File: config.mk
export PLATFORM = sky130hd
export DESIGN_NAME = rf_write_arbiter
export DESIGN_NICKNAME = d
export VERILOG_FILES = /design/src/rtl/rf_arb_pkg.sv /design/src/rtl/rf_wr_fifo.sv /design/src/rtl/rf_write_arbiter.sv
export SDC_FILE = /design/constraint.sdc
export NUM_CORES = 1
export LEC_CHECK = 0
export CORE_MARGIN = 2
export CORE_UTILIZATION = 40
export DETAILED_ROUTE_END_ITERATION = 16
export SYNTH_ARGS = -nofsm -noshare
export SYNTH_HDL_FRONTEND = slang
export SYNTH_SLANG_ARGS = --single-unit
File: constraint.sdc
create_clock -name clk -period 2.2 [get_ports clk]
set_input_delay 0.33 -clock clk [delete_from_list [all_inputs] [get_ports clk]]
set_output_delay 0.33 -clock clk [all_outputs]
set_load 0.03 [all_outputs]
File: src/rtl/rf_arb_pkg.sv
// Shared widths, the queued-write record and the address range check used by
// the register-file write arbiter and its load FIFO.
package rf_arb_pkg;

  localparam int AW   = 4;
  localparam int DW   = 32;
  localparam int NREG = 15;

  typedef struct packed {
    logic [AW-1:0] addr;
    logic [DW-1:0] data;
    logic          kill;
  } rf_wr_t;

  function automatic logic addr_in_range(input logic [AW-1:0] a);
    return a < AW'(NREG);
  endfunction

endpackage

File: src/rtl/rf_wr_fifo.sv
// Load-result FIFO with per-entry kill bits and a parallel view of all entries,
// so the arbiter can squash stale loads and build the busy mask.
module rf_wr_fifo
  import rf_arb_pkg::*;
#(
  parameter int DEPTH = 4
) (
  input  logic                     clk,
  input  logic                     reset,
  input  logic                     push_i,
  input  logic [AW-1:0]            push_addr_i,
  input  logic [DW-1:0]            push_data_i,
  input  logic                     push_kill_i,
  input  logic                     pop_i,
  input  logic                     flush_i,
  input  logic                     kill_en_i,
  input  logic [AW-1:0]            kill_addr_i,
  output logic [AW-1:0]            head_addr_o,
  output logic [DW-1:0]            head_data_o,
  output logic                     head_kill_o,
  output logic [$clog2(DEPTH):0]   count_o,
  output logic [DEPTH-1:0]         live_o,
  output logic [DEPTH*AW-1:0]      addr_o
);

  localparam int PW = $clog2(DEPTH);
  localparam int CW = PW + 1;

  rf_wr_t        ent_q [DEPTH];
  logic [PW-1:0] rd_q, wr_q;
  logic [CW-1:0] cnt_q;

  always_ff @(posedge clk) begin
    if (reset) begin
      for (int i = 0; i < DEPTH; i++) ent_q[i] <= '0;
      rd_q  <= '0;
      wr_q  <= '0;
      cnt_q <= '0;
    end else if (flush_i) begin
      rd_q  <= '0;
      wr_q  <= '0;
      cnt_q <= '0;
    end else begin
      for (int i = 0; i < DEPTH; i++) begin
        if (kill_en_i && ent_q[i].addr == kill_addr_i) ent_q[i].kill <= 1'b1;
      end
      // The incoming entry's kill already accounts for a same-cycle writeback.
      if (push_i) begin
        ent_q[wr_q] <= '{addr: push_addr_i, data: push_data_i, kill: push_kill_i};
        wr_q        <= wr_q + PW'(1);
      end
      if (pop_i) rd_q <= rd_q + PW'(1);
      cnt_q <= cnt_q + CW'(push_i) - CW'(pop_i);
    end
  end

  always_comb begin
    live_o = '0;
    addr_o = '0;
    for (int i = 0; i < DEPTH; i++) begin
      logic [PW-1:0] off;
      off = PW'(i) - rd_q;
      live_o[i] = ({1'b0, off} < cnt_q) && !ent_q[i].kill;
      addr_o[i*AW +: AW] = ent_q[i].addr;
    end
  end

  assign head_addr_o = ent_q[rd_q].addr;
  assign head_data_o = ent_q[rd_q].data;
  assign head_kill_o = ent_q[rd_q].kill;
  assign count_o     = cnt_q;

endmodule

File: src/rtl/rf_write_arbiter.sv
// Shares the register-file write port between writeback (priority, no
// backpressure) and the queued load unit, keeping per-register program order.
module rf_write_arbiter
  import rf_arb_pkg::*;
#(
  parameter int DEPTH = 4
) (
  input  logic                     clk,
  input  logic                     reset,
  input  logic                     wb_valid,
  input  logic [AW-1:0]            wb_addr,
  input  logic [DW-1:0]            wb_data,
  input  logic                     mem_valid,
  output logic                     mem_ready,
  input  logic [AW-1:0]            mem_addr,
  input  logic [DW-1:0]            mem_data,
  input  logic                     flush,
  output logic                     we3,
  output logic [AW-1:0]            wa3,
  output logic [DW-1:0]            wd3,
  output logic [NREG-1:0]          busy,
  output logic [$clog2(DEPTH):0]   fifo_count,
  output logic                     addr_err
);

  logic                we3_q, we3_d;
  logic [AW-1:0]       wa3_q, wa3_d;
  logic [DW-1:0]       wd3_q, wd3_d;
  logic                addr_err_q, addr_err_d;

  logic                push, pop, push_kill;
  logic [AW-1:0]       head_addr;
  logic [DW-1:0]       head_data;
  logic                head_kill;
  logic [DEPTH-1:0]    live;
  logic [DEPTH*AW-1:0] ent_addr;

  assign mem_ready = (fifo_count < ($clog2(DEPTH)+1)'(DEPTH)) && !flush;
  assign push      = mem_valid && mem_ready;
  assign pop       = !wb_valid && !flush && (fifo_count != '0);
  // Same-cycle load is older than writeback, so it must not land after it.
  assign push_kill = !addr_in_range(mem_addr) || (wb_valid && wb_addr == mem_addr);

  rf_wr_fifo #(.DEPTH(DEPTH)) u_fifo (
    .clk         (clk),
    .reset       (reset),
    .push_i      (push),
    .push_addr_i (mem_addr),
    .push_data_i (mem_data),
    .push_kill_i (push_kill),
    .pop_i       (pop),
    .flush_i     (flush),
    .kill_en_i   (wb_valid),
    .kill_addr_i (wb_addr),
    .head_addr_o (head_addr),
    .head_data_o (head_data),
    .head_kill_o (head_kill),
    .count_o     (fifo_count),
    .live_o      (live),
    .addr_o      (ent_addr)
  );

  always_comb begin
    we3_d = 1'b0;
    wa3_d = '0;
    wd3_d = '0;
    if (wb_valid) begin
      we3_d = addr_in_range(wb_addr);
      wa3_d = wb_addr;
      wd3_d = wb_data;
    end else if (pop) begin
      we3_d = !head_kill;
      wa3_d = head_addr;
      wd3_d = head_data;
    end
    addr_err_d = (wb_valid && !addr_in_range(wb_addr)) ||
                 (push && !addr_in_range(mem_addr));
  end

  always_ff @(posedge clk) begin
    if (reset) begin
      we3_q      <= 1'b0;
      wa3_q      <= '0;
      wd3_q      <= '0;
      addr_err_q <= 1'b0;
    end else begin
      we3_q      <= we3_d;
      wa3_q      <= wa3_d;
      wd3_q      <= wd3_d;
      addr_err_q <= addr_err_d;
    end
  end

  always_comb begin
    busy = '0;
    for (int r = 0; r < NREG; r++) begin
      busy[r] = we3_q && (wa3_q == AW'(r));
      for (int i = 0; i < DEPTH; i++) begin
        if (live[i] && ent_addr[i*AW +: AW] == AW'(r)) busy[r] = 1'b1;
      end
    end
  end

  assign we3      = we3_q;
  assign wa3      = wa3_q;
  assign wd3      = wd3_q;
  assign addr_err = addr_err_q;

endmodule
==> results.toml <==
[status]
status = "finished, violations left"
violations = "setup timing"

[logic_synthesis]
synth_top_area_share_pct = 46.6
ys_warn_count = 0
synth_seq_cells = 195
synth_cell_types = 51
synth_area_leaders = "edfxtp_1 (47%), dfxtp_1 (11%), and3_1 (9.6%), mux4_2 (8.9%), a22o_1 (3.4%)"
synth_nets = 816
netlist_area_um2 = 9340
synthCells = 728
avgSynthCellArea_um2 = 12.8
async_reset_ff_share_pct = 0
yosysTopAreaCell = "edfxtp_1"
seq_area_frac_synth_pct = 57.3
ys.flop_type = "edfxtp_1"
synth_edf_count = 145

[power_and_ir_drop]
powerDensity_nw_per_um2 = 665
ir_drop_mv = 0.451
p_leak_nw = 4.98
total_power_mw = 8.12

[clock_tree]
cts.sinks = 195
cts_tree = "yes"
clock_path_buffers = 2
worstSkewPairLatency_ns = 0.43
h-tree-depth = 4
clkTransAtPathRegs_ns = 0.07
cts_buffers = 17
cts_root_buffer = "clkbuf_16"

[grt]
grt_usage_pct = 21.5
grt_start_max_net_pins = 74
grt-busiest-layer = "met2"
grt_use_met3_pct = 3.79
grt_pass1_wl_mm = 39.9
grt_pass1_vias = 6956
grt-ovfl-total = 0
antenna_found_initial = 0
grt_use_met2_pct = 36.5
grt_use_met1_pct = 28.4

[cells_and_area]
layout-drive-gt1-share_pct = 22.0
syn_to_final_growth_pct = 30.9
n_fill_cell = 1952
final_nets = 971
final_area_um2 = 12200
final_util_pct = 53.7

[placed_design]
placed_area_um2 = 11400
place_hpwl_mm = 16.9
globalplace.congestion = 0.840
port_buffers = 133

[sta]
slew_headroom_pct = 61.8
finalCritPeriodShare_pct = 119
min_period_ns = 2.61
timing.final.max_slew_violations = 0
fmax_mhz = 384
setup_viol = 15
setup_slack_ns = -0.407
final.setup.tns_ns = -5.58
hold_viol = 0
tightest_slew_ns = 0.573
grt_setup_unrepaired = "true"
fin_worst_skew_ns = 0.00863

[die]
die_area_um2 = 24600
start_util_pct = 41.0
core_um2 = 22800
die_h_um = 157
ioPinCount = 134
fp.dieW_um = 157
row_count = 55

[drt]
via_per_inst = 5.55
ant_nets = 0
drc = 0
wl_mm = 25.4
wire_per_inst_um = 21.0
drtIter0Drc = 426
vias = 6720
dr.pass1.iters = 5

[setup_path]
critPathLaunchType = "flip-flop"
setup.worst_path.end_class = "output pin"
path_max_fanout = 8
crit_type = "flip-flop to output pin"
crit_arrival_ns = 2.28
crit_required_ns = 1.87

[worst_hold_path]
hp-class = "primary input to flip-flop"

[job]
max_cap_viol_count = 0
-- synth_stat cells, types with 5 or more instances --
| cell type | count |
|---|---|
| a22o_1 | 36 |
| clkbuf_1 | 45 |
| a22oi_1 | 11 |
| edfxtp_1 | 145 |
| a211oi_1 | 5 |
| and2_1 | 6 |
| a21oi_1 | 9 |
| xor2_1 | 16 |
| nor2b_1 | 17 |
| or2_2 | 5 |
| ha_1 | 10 |
| inv_1 | 19 |
| and3_1 | 144 |
| nand3_1 | 20 |
| buf_2 | 8 |
| nor2_1 | 30 |
| nand2_1 | 16 |
| nor3_1 | 12 |
| nand4_1 | 22 |
| nand2b_1 | 14 |
| xnor2_1 | 7 |
| dfxtp_1 | 50 |
| mux4_2 | 37 |
-- stage by stage --
stage	std cells	worst slack, ns	hold WS (ns)
6_report	1210	-0.407	0.493
5_1_grt	1209	-0.522	0.485
4_1_cts	1209	-0.443	0.478
3_5_place_dp	1174	-0.212	0.581
3_3_place_gp	1174	-0.182	0.560
2_1_floorplan	728	0.00232	0.463
-- kinds of logic (layout without fill, tap and decap cells) --
group                      count (synthesis)  after routing  share of synthesized area, %
adders and majority gates                 11             11                          1.55
other                                      0              1                             0
buffers and inverters                     82            250                          3.82
xor gates and xnor gates                  23             23                          2.16
and+or+nand+nor                          302            302                          19.2
muxes                                     37             37                          8.92
AOI/OAI and AO/OA                         78             78                          7.03
DFF                                      195            195                          57.3
-- registers in the layout, indices dropped and copies added (netlist names), named ones only --
register / count
addr_err: 1
u_fifo.count_o: 3
u_fifo.ent_q: 148
u_fifo.rd_q: 2
u_fifo.wr_q: 2
wa3: 4
wd3: 32
we3: 1
-- worst max-delay path, cell delays in order (launching register included) --
cell and delay (ns):
dfxtp_4 0.37, xnor2_4 0.14, ha_1 0.30, nor2b_4 0.14, buf_6 0.12, a211oi_2 0.16
buf_4 0.19, nand4_1 0.11, nand4_1 0.16, buf_6 0.15
-- placed cells by master (no fill, tap or decap), types with 17 or more instances in the layout --
| cell | Yosys | layout |
|---|---|---|
| nand4_1 | 22 | 22 |
| inv_1 | 19 | 18 |
| mux4_2 | 37 | 37 |
| clkdlybuf4s50_1 | 0 | 118 |
| a22o_1 | 36 | 36 |
| dfxtp_1 | 50 | 43 |
| clkbuf_16 | 0 | 17 |
| nor2_1 | 30 | 30 |
| and3_1 | 144 | 144 |
| edfxtp_1 | 145 | 145 |
| buf_4 | 2 | 50 |
| buf_6 | 4 | 19 |
-- layer usage --
metal	vias up	share of wire, %
met4	0	1.2
li1	3104	-
met3	25	5.5
met5	-	0
met1	3379	43
met2	212	51
-- area by class of cell --
cell class                 count  area, um2  share of cell area, %
multi-input combinational    451       3800                   31.1
antenna                        1       2.50                 0.0205
inverter                      19       73.8                  0.604
sequential                   195       5370                   43.9
tap                          313        392                   3.20
timing repair buffer         199       2010                   16.5
clock buffer                  18        429                   3.51
clock inverter                14        148                   1.21
-- power breakdown --
part           leakage [nW]  internal (mW)  switching [mW]
Sequential             1.92           4.09          0.0811
Combinational          2.79          0.444           0.485
Clock                 0.282           1.60            1.42
-- path summary, 6_finish.rpt --
| check | startpoint | endpoint | slack [ns] | cells past startpoint |
|---|---|---|---|---|
| worst min register to register | u_fifo.wr_q[0]$_SDFFE_PP0P_ | u_fifo.wr_q[0]$_SDFFE_PP0P_ | 0.60 | 2 |
| worst min-delay path | wb_data[4] | wd3[4]$_SDFF_PP0_ | 0.49 | 2 |
| worst max register to register | u_fifo.count_o[1]$_SDFF_PP0_ | u_fifo.count_o[2]$_SDFF_PP0_ | 0.14 | 11 |
| worst max-delay path | u_fifo.rd_q[1]$_SDFFE_PP0P_ | busy[3] | -0.41 | 9 |
-- timing repair --
| action | 4_1_cts | 5_1_grt |
|---|---|---|
| hold buffers | 0 | 0 |
| endpoints found under the hold margin | 0 | 0 |
| resized for setup | 25 | 26 |
| endpoints found under the setup margin | 15 | 16 |
| gates cloned | 1 | 0 |
| pin swaps | 12 | 15 |
| buffers inserted | 2 | 1 |
Power figures use the tool's default switching activity.
